### src/rtl/hazard_pkg.sv
// ============================================================================
// Module   : hazard_pkg
// Purpose  : Shared state encoding and constants for the ID-stage hazard
//            controller.
// Revision : 1.0
// ============================================================================
`default_nettype none

package hazard_pkg;

    localparam logic ST_RUN   = 1'b0;
    localparam logic ST_STALL = 1'b1;

    localparam int REG_ZERO = 0;
    localparam int CNT_W    = 3;

    typedef enum logic {
        S_RUN   = ST_RUN,
        S_STALL = ST_STALL
    } state_e;

endpackage

`default_nettype wire

### src/rtl/hazard_stall_ctrl_reg_match.sv
// ============================================================================
// Module   : reg_match
// Purpose  : Flags whether either used ID source register equals a
//            destination register; register 0 never matches.
// Revision : 1.0
// ============================================================================
`default_nettype none

module reg_match
    import hazard_pkg::*;
#(
    parameter int REG_AW = 5
) (
    input  logic [REG_AW-1:0] ID_RegRs,
    input  logic [REG_AW-1:0] ID_RegRt,
    input  logic              ID_UsesRs,
    input  logic              ID_UsesRt,
    input  logic [REG_AW-1:0] Dest,
    output logic              match
);

    logic w_m_rs;
    logic w_m_rt;

    assign w_m_rs = ID_UsesRs && (ID_RegRs != REG_AW'(REG_ZERO)) && (ID_RegRs == Dest);
    assign w_m_rt = ID_UsesRt && (ID_RegRt != REG_AW'(REG_ZERO)) && (ID_RegRt == Dest);
    assign match  = w_m_rs || w_m_rt;

endmodule

`default_nettype wire

### src/rtl/hazard_stall_ctrl.sv
// ============================================================================
// Module   : hazard_stall_ctrl
// Purpose  : ID-stage load-use / branch-operand hazard controller with
//            multi-cycle load stall counter and memory-busy freeze.
//            Optional performance counters: define HAZARD_PERF_CNT_EN.
// Revision : 1.0
// ============================================================================
`default_nettype none

module hazard_stall_ctrl
    import hazard_pkg::*;
#(
    parameter int REG_AW       = 5,
    parameter int LOAD_LAT     = 1,
    parameter int BRANCH_IN_ID = 1
) (
    input  logic              Clk,
    input  logic              Rst_n,
    input  logic [REG_AW-1:0] ID_RegRs,
    input  logic [REG_AW-1:0] ID_RegRt,
    input  logic              ID_UsesRs,
    input  logic              ID_UsesRt,
    input  logic              ID_IsBranch,
    input  logic              BranchTaken,
    input  logic              EX_RegWrite,
    input  logic              EX_MemRead,
    input  logic [REG_AW-1:0] EX_WriteReg,
    input  logic              MEM_MemRead,
    input  logic [REG_AW-1:0] MEM_WriteReg,
    input  logic              MemBusy,
    output logic              PCWrite,
    output logic              IF_ID_Write,
    output logic              ID_EX_Bubble,
    output logic              IF_ID_Flush,
    output logic              Freeze,
    output logic [CNT_W-1:0]  StallCnt
`ifdef HAZARD_PERF_CNT_EN
    ,
    output logic [31:0]       StallCycles,
    output logic [31:0]       FlushCount
`endif
);

    state_e           r_state;
    state_e           w_state_nxt;
    logic [CNT_W-1:0] r_cnt;
    logic [CNT_W-1:0] w_cnt_nxt;
    logic [CNT_W-1:0] w_reload;

    logic w_br_en;
    logic w_match_ex;
    logic w_match_mem;
    logic w_load_use;
    logic w_br_ex;
    logic w_br_mem;
    logic w_hazard;

    reg_match #(.REG_AW(REG_AW)) u_match_ex (
        .ID_RegRs  (ID_RegRs),
        .ID_RegRt  (ID_RegRt),
        .ID_UsesRs (ID_UsesRs),
        .ID_UsesRt (ID_UsesRt),
        .Dest      (EX_WriteReg),
        .match     (w_match_ex)
    );

    reg_match #(.REG_AW(REG_AW)) u_match_mem (
        .ID_RegRs  (ID_RegRs),
        .ID_RegRt  (ID_RegRt),
        .ID_UsesRs (ID_UsesRs),
        .ID_UsesRt (ID_UsesRt),
        .Dest      (MEM_WriteReg),
        .match     (w_match_mem)
    );

    assign w_br_en    = (BRANCH_IN_ID != 0);
    assign w_load_use = EX_MemRead && w_match_ex;
    assign w_br_ex    = w_br_en && ID_IsBranch && EX_RegWrite && !EX_MemRead && w_match_ex;
    assign w_br_mem   = w_br_en && ID_IsBranch && MEM_MemRead && w_match_mem;
    assign w_hazard   = w_load_use || w_br_ex || w_br_mem;

    // A branch waiting on a load needs the loaded value one cycle earlier
    // than an ALU consumer, hence the extra stall cycle.
    always_comb begin
        w_reload = '0;
        if (w_load_use) begin
            if (ID_IsBranch && w_br_en) begin
                w_reload = CNT_W'(LOAD_LAT);
            end else begin
                w_reload = CNT_W'(LOAD_LAT - 1);
            end
        end
    end

    always_ff @(posedge Clk or negedge Rst_n) begin
        if (!Rst_n) begin
            r_state <= S_RUN;
            r_cnt   <= '0;
        end else begin
            r_state <= w_state_nxt;
            r_cnt   <= w_cnt_nxt;
        end
    end

    always_comb begin
        w_state_nxt  = r_state;
        w_cnt_nxt    = r_cnt;
        PCWrite      = 1'b1;
        IF_ID_Write  = 1'b1;
        ID_EX_Bubble = 1'b0;
        IF_ID_Flush  = 1'b0;
        Freeze       = 1'b0;

        if (!Rst_n) begin
            PCWrite      = 1'b0;
            IF_ID_Write  = 1'b0;
            ID_EX_Bubble = 1'b1;
        end else if (MemBusy) begin
            Freeze      = 1'b1;
            PCWrite     = 1'b0;
            IF_ID_Write = 1'b0;
        end else begin
            case (r_state)
                S_RUN: begin
                    if (w_hazard) begin
                        PCWrite      = 1'b0;
                        IF_ID_Write  = 1'b0;
                        ID_EX_Bubble = 1'b1;
                        if (w_reload != '0) begin
                            w_state_nxt = S_STALL;
                            w_cnt_nxt   = w_reload;
                        end else begin
                            w_cnt_nxt = '0;
                        end
                    end else begin
                        IF_ID_Flush = BranchTaken;
                    end
                end
                S_STALL: begin
                    PCWrite      = 1'b0;
                    IF_ID_Write  = 1'b0;
                    ID_EX_Bubble = 1'b1;
                    if (r_cnt <= CNT_W'(1)) begin
                        w_state_nxt = S_RUN;
                        w_cnt_nxt   = '0;
                    end else begin
                        w_cnt_nxt = r_cnt - CNT_W'(1);
                    end
                end
                default: begin
                    w_state_nxt = S_RUN;
                    w_cnt_nxt   = '0;
                end
            endcase
        end
    end

    assign StallCnt = r_cnt;

`ifdef HAZARD_PERF_CNT_EN
    logic [31:0] r_stall_cycles;
    logic [31:0] r_flush_count;

    always_ff @(posedge Clk or negedge Rst_n) begin
        if (!Rst_n) begin
            r_stall_cycles <= '0;
            r_flush_count  <= '0;
        end else begin
            if (ID_EX_Bubble && !Freeze) begin
                r_stall_cycles <= r_stall_cycles + 32'd1;
            end
            if (IF_ID_Flush && !Freeze) begin
                r_flush_count <= r_flush_count + 32'd1;
            end
        end
    end

    assign StallCycles = r_stall_cycles;
    assign FlushCount  = r_flush_count;
`endif

endmodule

`default_nettype wire

### config.mk
export PLATFORM = sky130hd
export DESIGN_NAME = hazard_stall_ctrl
export DESIGN_NICKNAME = d
export VERILOG_FILES = /design/src/rtl/hazard_pkg.sv /design/src/rtl/hazard_stall_ctrl_reg_match.sv /design/src/rtl/hazard_stall_ctrl.sv
export SDC_FILE = /design/constraint.sdc
export NUM_CORES = 1
export LEC_CHECK = 0
export BUFFER_PORTS_ARGS = -buffer_cell sky130_fd_sc_hd__buf_2
export CAP_MARGIN = 20
export CORE_UTILIZATION = 35
export DETAILED_ROUTE_END_ITERATION = 8
export PLACE_DENSITY = 0.79
export SKIP_CTS_REPAIR_TIMING = 1
export SLEW_MARGIN = 30
export SYNTH_ARGS = -nofsm -noshare
export SYNTH_HDL_FRONTEND = slang
export SYNTH_SLANG_ARGS = --single-unit
### constraint.sdc
create_clock -name Clk -period 2.73 [get_ports Clk]
set_input_delay 0.546 -clock Clk [delete_from_list [all_inputs] [get_ports Clk]]
set_output_delay 0.546 -clock Clk [all_outputs]
set_load 0.005 [all_outputs]
==> impl_metrics.env, run 1 <==
export IMPL_ant_nets=0
export IMPL_dr_total_vias=641
export IMPL_dieArea_um2=1740
export IMPL_status="completed"
export IMPL_synth_cell_types=27
export IMPL_clockBufferDepth=2
export IMPL_maxCapViolations=0
export IMPL_final_nets=141
export IMPL_cts_tree="yes"
export IMPL_ys_warnings_count=0
export IMPL_total_power_w=0.000358
export IMPL_top_layer="met4"
export IMPL_worst_pin_slew_ns=0.370
export IMPL_slowest_stage="or4_1"
export IMPL_reg2reg_to="StallCnt[1]"
export IMPL_wl_met2_um=779
export IMPL_rows=13
export IMPL_clkSlewWorstSetupHoldPaths_ns=0.04
export IMPL_pin_count=38
export IMPL_wl_per_cell_um=12.5
export IMPL_grt_pass1_wl_um=2590
export IMPL_vdd_drop_max_mv=0.450
export IMPL_met3_wirelength_um=84
export IMPL_numCtsBuffers=3
export IMPL_slew_viol_final=0
export IMPL_setup_viol=0
export IMPL_rr_worst_depth=5
export IMPL_grt_overflow_total=0
export IMPL_cp_required_ns=2.18
export IMPL_r2r_setup_slack_ns=1.28
export IMPL_htreeDepth=1
export IMPL_place_congestion=0.855
export IMPL_start_kind="input port"
export IMPL_finalHoldViolCount=0
export IMPL_start_util_pct=40.0
export IMPL_leakage_nw=0.357
export IMPL_drtPass1Iterations=4
export IMPL_p_per_area_nw_per_um2=462
export IMPL_die_h_um=41.8
export IMPL_endpoint_kind="output pin"
export IMPL_cp_slowest_stage_delay_ns=0.56
export IMPL_worstPathArrival_ns=2.10
export IMPL_wirelength_um=1520
export IMPL_finalClockSkew_ns=0.00814
export IMPL_grt_pass1_vias=620
export IMPL_crit_type="in2out"
export IMPL_cp_top_family="simple AND/OR/NAND/NOR gates"
export IMPL_coreArea_um2=1380
export IMPL_path_cells="buf_2, or4_1, o21ai_2, nor4_1, o21ai_1, and3b_1, and2_1, buf_2"
export IMPL_hpwl_um=1280
export IMPL_antenna_found_initial=0
export IMPL_track_usage_pct=18.6
export IMPL_setup_tns_ns=0
export IMPL_met1Wirelength_um=646
export IMPL_vias_per_cell=5.25
export IMPL_cp_common_cell="buf_2"
export IMPL_io_buffers=37
export IMPL_whs_ns=0.120
export IMPL_drt_iter0_drc=12
export IMPL_synthArstFlopShare_pct=100
export IMPL_layout_drive_gt1_share_pct=41.1
export IMPL_synthCells=68
export IMPL_root_buffer="clkbuf_4"
export IMPL_clock_fmax_ghz=0.378
export IMPL_dieWidth_um=41.8
export IMPL_synth_seq_area_share_pct=18.1
export IMPL_syn_num_nets=100
export IMPL_grt_max_degree=8
export IMPL_syn_avg_cell_area_um2=8.13
export IMPL_period_share_pct=96.9
export IMPL_area_delta_synth_final_pct=40.3
export IMPL_antenna_cells=0
export IMPL_maxSlewHeadroom_pct=75.1
export IMPL_drc=0
export IMPL_crit_buf_inv=2
export IMPL_period_needed_ns=2.64
export IMPL_synth_area_um2=553
export IMPL_clock_latency_ns=0.24
export IMPL_cts_sinks=4
export IMPL_hp_class="in2async"
export IMPL_ys_flop_type="dfrtp_1"
export IMPL_rr_startpoint="StallCnt[0]"
export IMPL_ys_seq_elements=4
export IMPL_cp_max_fo=3
export IMPL_synth_edf_count=0
-- sequential cells by signal, summed over array words and instances, names as in the netlist --
| signal | flops |
|---|---|
| StallCnt | 3 |
| r_state | 1 |
-- layout make-up --
| class | instances | area (um^2) |
|---|---|---|
| Timing Repair Buffer | 37 | 185 |
| Tap cell | 15 | 18.8 |
| Fill cell | 135 | 607 |
| Multi-Input combinational cell | 59 | 434 |
| Inverter | 4 | 15.0 |
| Sequential cell | 4 | 100 |
| Clock buffer | 3 | 22.5 |
-- synthesized netlist by cell type, types with 2 or more instances --
library cell,count,area share [%]
or4_1,2,2.7
nand2_1,3,2.0
xnor2_1,14,22
o21ai_0,5,4.5
nand4_1,2,2.3
o21ai_1,2,1.8
ha_1,2,4.5
dfrtp_1,4,18
and2_1,2,2.3
nor4_1,5,5.7
inv_1,4,2.7
nor2_1,2,1.4
nand3_1,2,1.8
xor2_1,6,9.5
-- logic make-up (layout without fill, tap and decap cells) --
logic type / count (synthesis) / in the layout / share of synthesized area [%]
adder cells (fa/ha/maj): 2 / 2 / 4.52
XOR/XNOR: 20 / 20 / 31.7
flip-flops: 4 / 4 / 18.1
multiplexers: 1 / 1 / 1.81
AO/OA/AOI/OAI: 13 / 13 / 14.7
AND/OR/NAND/NOR: 23 / 23 / 25.1
buffers and inverters: 5 / 44 / 4.07
-- per-layer routing --
metal  track usage, %  up-vias
met2             30.3       19
li1                 -      324
met4             3.87        0
met5                0        -
met3             5.65        2
met1             24.0      296
-- worst max path at each step --
| stage | depth (start not counted) | startpoint | endpoint |
|---|---|---|---|
| 2_1_floorplan | 6 | ID_RegRt[0] | IF_ID_Flush |
| 3_3_place_gp | 8 | ID_RegRt[0] | IF_ID_Flush |
| 3_5_place_dp | 8 | ID_RegRs[0] | IF_ID_Flush |
| 4_1_cts | 8 | ID_RegRs[0] | IF_ID_Flush |
| 5_1_grt | 8 | ID_RegRs[0] | IF_ID_Flush |
| 6_report | 8 | ID_RegRs[0] | IF_ID_Flush |
-- cell usage in the layout, fill, tap and decap left out, types with 2 or more instances in the layout --
master    count
inv_1         4
nand4_1       2
xor2_1        6
and2_1        2
o21ai_0       5
or4_1         2
nor4_1        5
nand3_1       2
nand2_1       3
clkbuf_4      3
xnor2_1      14
o21ai_2       2
dfrtp_1       4
buf_2        37
ha_1          2
nor2_1        2
-- per-stage QoR --
stage / utilization [%] / worst slack, ns / instance area, um^2 / std cells
after floorplan: - / 0.370 / 553 / 68
after global placement: 54.2 / 0.128 / 749 / 119
after detailed placement: 54.2 / 0.0940 / 749 / 119
after CTS: 55.8 / 0.0788 / 772 / 122
after global routing: 56.1 / -0.0255 / 776 / 122
final: 56.1 / 0.0859 / 776 / 122
-- where the power goes --
part / switching, W / internal (W)
registers: 0.0000247 / 0.0000843
clock network: 0.0000255 / 0.0000493
logic: 0.0000882 / 0.0000863
total: 0.000138 / 0.000220
Power figures use the tool's default switching activity.
==> run 2: changes to the inputs <==
==> constraint.sdc (replaced) <==
create_clock -name Clk -period 2.73 [get_ports Clk]
set_input_delay 0.546 -clock Clk [delete_from_list [all_inputs] [get_ports Clk]]
set_output_delay 0.546 -clock Clk [all_outputs]
set_load 0.02 [all_outputs]
==> run 2 against run 1 <==
Clock power is essentially flat. Clock skew is essentially flat. Clock-buffer cell count stayed put. Hold slack gained 0.0011 ns.
==> impl_metrics.env, run 2 (synthesis results as in run 1) <==
export IMPL_status="completed"
export IMPL_layout_drive_gt1_share_pct=44.9
export IMPL_wl_met2_um=848
export IMPL_start_kind="input port"
export IMPL_clockBufferDepth=2
export IMPL_rr_startpoint="StallCnt[0]"
export IMPL_dieArea_um2=1740
export IMPL_drtPass1Iterations=4
export IMPL_swShare_pct=44.2
export IMPL_antenna_cells=0
export IMPL_maxCapViolations=0
export IMPL_period_share_pct=99.2
export IMPL_place_congestion=0.855
export IMPL_period_needed_ns=2.71
export IMPL_placed_area_um2=749
export IMPL_power_switching_w=0.000176
export IMPL_grt_max_degree=8
export IMPL_leakage_nw=0.363
export IMPL_wirelength_um=1620
export IMPL_final_cell_area_um2=815
export IMPL_worstPathArrival_ns=2.16
export IMPL_maxSlewHeadroom_pct=70.9
export IMPL_endpoint_kind="output pin"
export IMPL_met3_wirelength_um=108
export IMPL_hpwl_um=1280
export IMPL_grt_overflow_total=0
export IMPL_drt_iter0_drc=7
export IMPL_grt_pass1_wl_um=2590
export IMPL_ant_nets=0
export IMPL_cp_required_ns=2.18
export IMPL_total_power_w=0.000399
export IMPL_mostFrequentLayoutCell="buf_2"
export IMPL_p_per_area_nw_per_um2=490
export IMPL_crit_type="in2out"
export IMPL_grt_pass1_vias=620
export IMPL_rsz0062_at_grt="true"
export IMPL_finalHoldViolCount=0
export IMPL_cp_startpoint="ID_RegRs[0]"
export IMPL_top_layer="met4"
export IMPL_slew_viol_final=0
export IMPL_pin_count=38
export IMPL_cts_tree="yes"
export IMPL_worst_pin_slew_ns=0.432
export IMPL_io_buffers=37
export IMPL_drc=0
export IMPL_cts_sinks=4
export IMPL_setup_viol=0
export IMPL_track_usage_pct=18.6
export IMPL_htreeDepth=1
export IMPL_dieWidth_um=41.8
export IMPL_place_ws_ns=0.0426
export IMPL_area_delta_synth_final_pct=47.3
export IMPL_vdd_drop_max_mv=0.466
export IMPL_fin_util_pct=58.9
export IMPL_clock_latency_ns=0.24
export IMPL_start_util_pct=40.0
export IMPL_fin_ws_ns=0.0206
export IMPL_met1Wirelength_um=622
export IMPL_die_h_um=41.8
export IMPL_largest_reg_flops=3
export IMPL_final_nets=141
export IMPL_finalClockSkew_ns=0.00822
export IMPL_dr_total_vias=659
export IMPL_rows=13
export IMPL_root_buffer="clkbuf_4"
export IMPL_pwr_share_clk_pct=18.7
export IMPL_cp_max_fo=3
export IMPL_whs_ns=0.121
export IMPL_vias_per_cell=5.40
export IMPL_coreArea_um2=1380
export IMPL_antenna_found_initial=0
export IMPL_pwr_share_comb_pct=54.0
export IMPL_numCtsBuffers=3
export IMPL_clock_fmax_ghz=0.369
export IMPL_internal_power_w=0.000223
export IMPL_sequentialPowerShare_pct=27.3
export IMPL_clkSlewWorstSetupHoldPaths_ns=0.04
export IMPL_final_cell_mix="buf_2, xnor2_1, xor2_1, o21ai_0"
export IMPL_hp_class="in2async"
export IMPL_wl_per_cell_um=13.3
[run 2: cell count changes in the layout (fill, tap and decap cells not counted)]
| cell | previous run | this run |
|---|---|---|
| or4_4 | 0 | 1 |
| nor4_1 | 5 | 3 |
| o21ai_1 | 1 | 0 |
| nor4_4 | 0 | 1 |
| buf_4 | 0 | 1 |
| buf_2 | 37 | 36 |
| or4_1 | 2 | 1 |
| o21ai_4 | 0 | 1 |
| nor4_2 | 0 | 1 |
[run 2: power groups by stage]
stage	Sequential (W)	Clock [W]	Combinational (W)
3_3_place_gp	0.000108	0	0.000201
5_1_grt	0.000115	0.0000802	0.000238
2_1_floorplan	0.000135	0	0.000103
4_1_cts	0.000109	0.0000763	0.000209
6_report	0.000109	0.0000748	0.000216
3_5_place_dp	0.000110	0	0.000206
[run 2: worst paths after layout]
| check | end | slack (ns) | cells after the start |
|---|---|---|---|
| min in group Clk | StallCnt[2] | 0.56 | 2 |
| hold reg to reg | StallCnt[2] | 0.56 | 2 |
| setup reg to reg | StallCnt[1] | 1.27 | 5 |
| setup / recovery | IF_ID_Flush | 0.02 | 8 |
| hold / removal | StallCnt[2] | 0.12 | 1 |
| max in group asynchronous | StallCnt[0] | 2.46 | 1 |
[run 2: stage by stage]
stage	instances	TNS, ns
after floorplan	68	0
after global placement	119	0
after detailed placement	119	0
after CTS	122	0
after global routing	122	-0.0460
final	122	0
[run 2: worst max-delay path: stages]
cell and delay [ns]:
buf_2 0.12, or4_4 0.55, o21ai_4 0.23, nor4_4 0.08
o21ai_2 0.17, and3b_1 0.21, and2_1 0.13, buf_4 0.13
[run 2: layer usage]
layer | GRT usage, % | up-vias
met5 | 0 | -
met4 | 3.87 | 0
met3 | 5.65 | 6
met2 | 30.3 | 27
met1 | 24.0 | 301
li1 | - | 325
[run 2: layout make-up]
cell class | count | area, um^2
multi-input cells | 59 | 470
fillers | 132 | 568
clock buffers | 3 | 22.5
flip-flops and latches | 4 | 100
well taps | 15 | 18.8
inverters | 4 | 15.0
repair buffers | 37 | 188
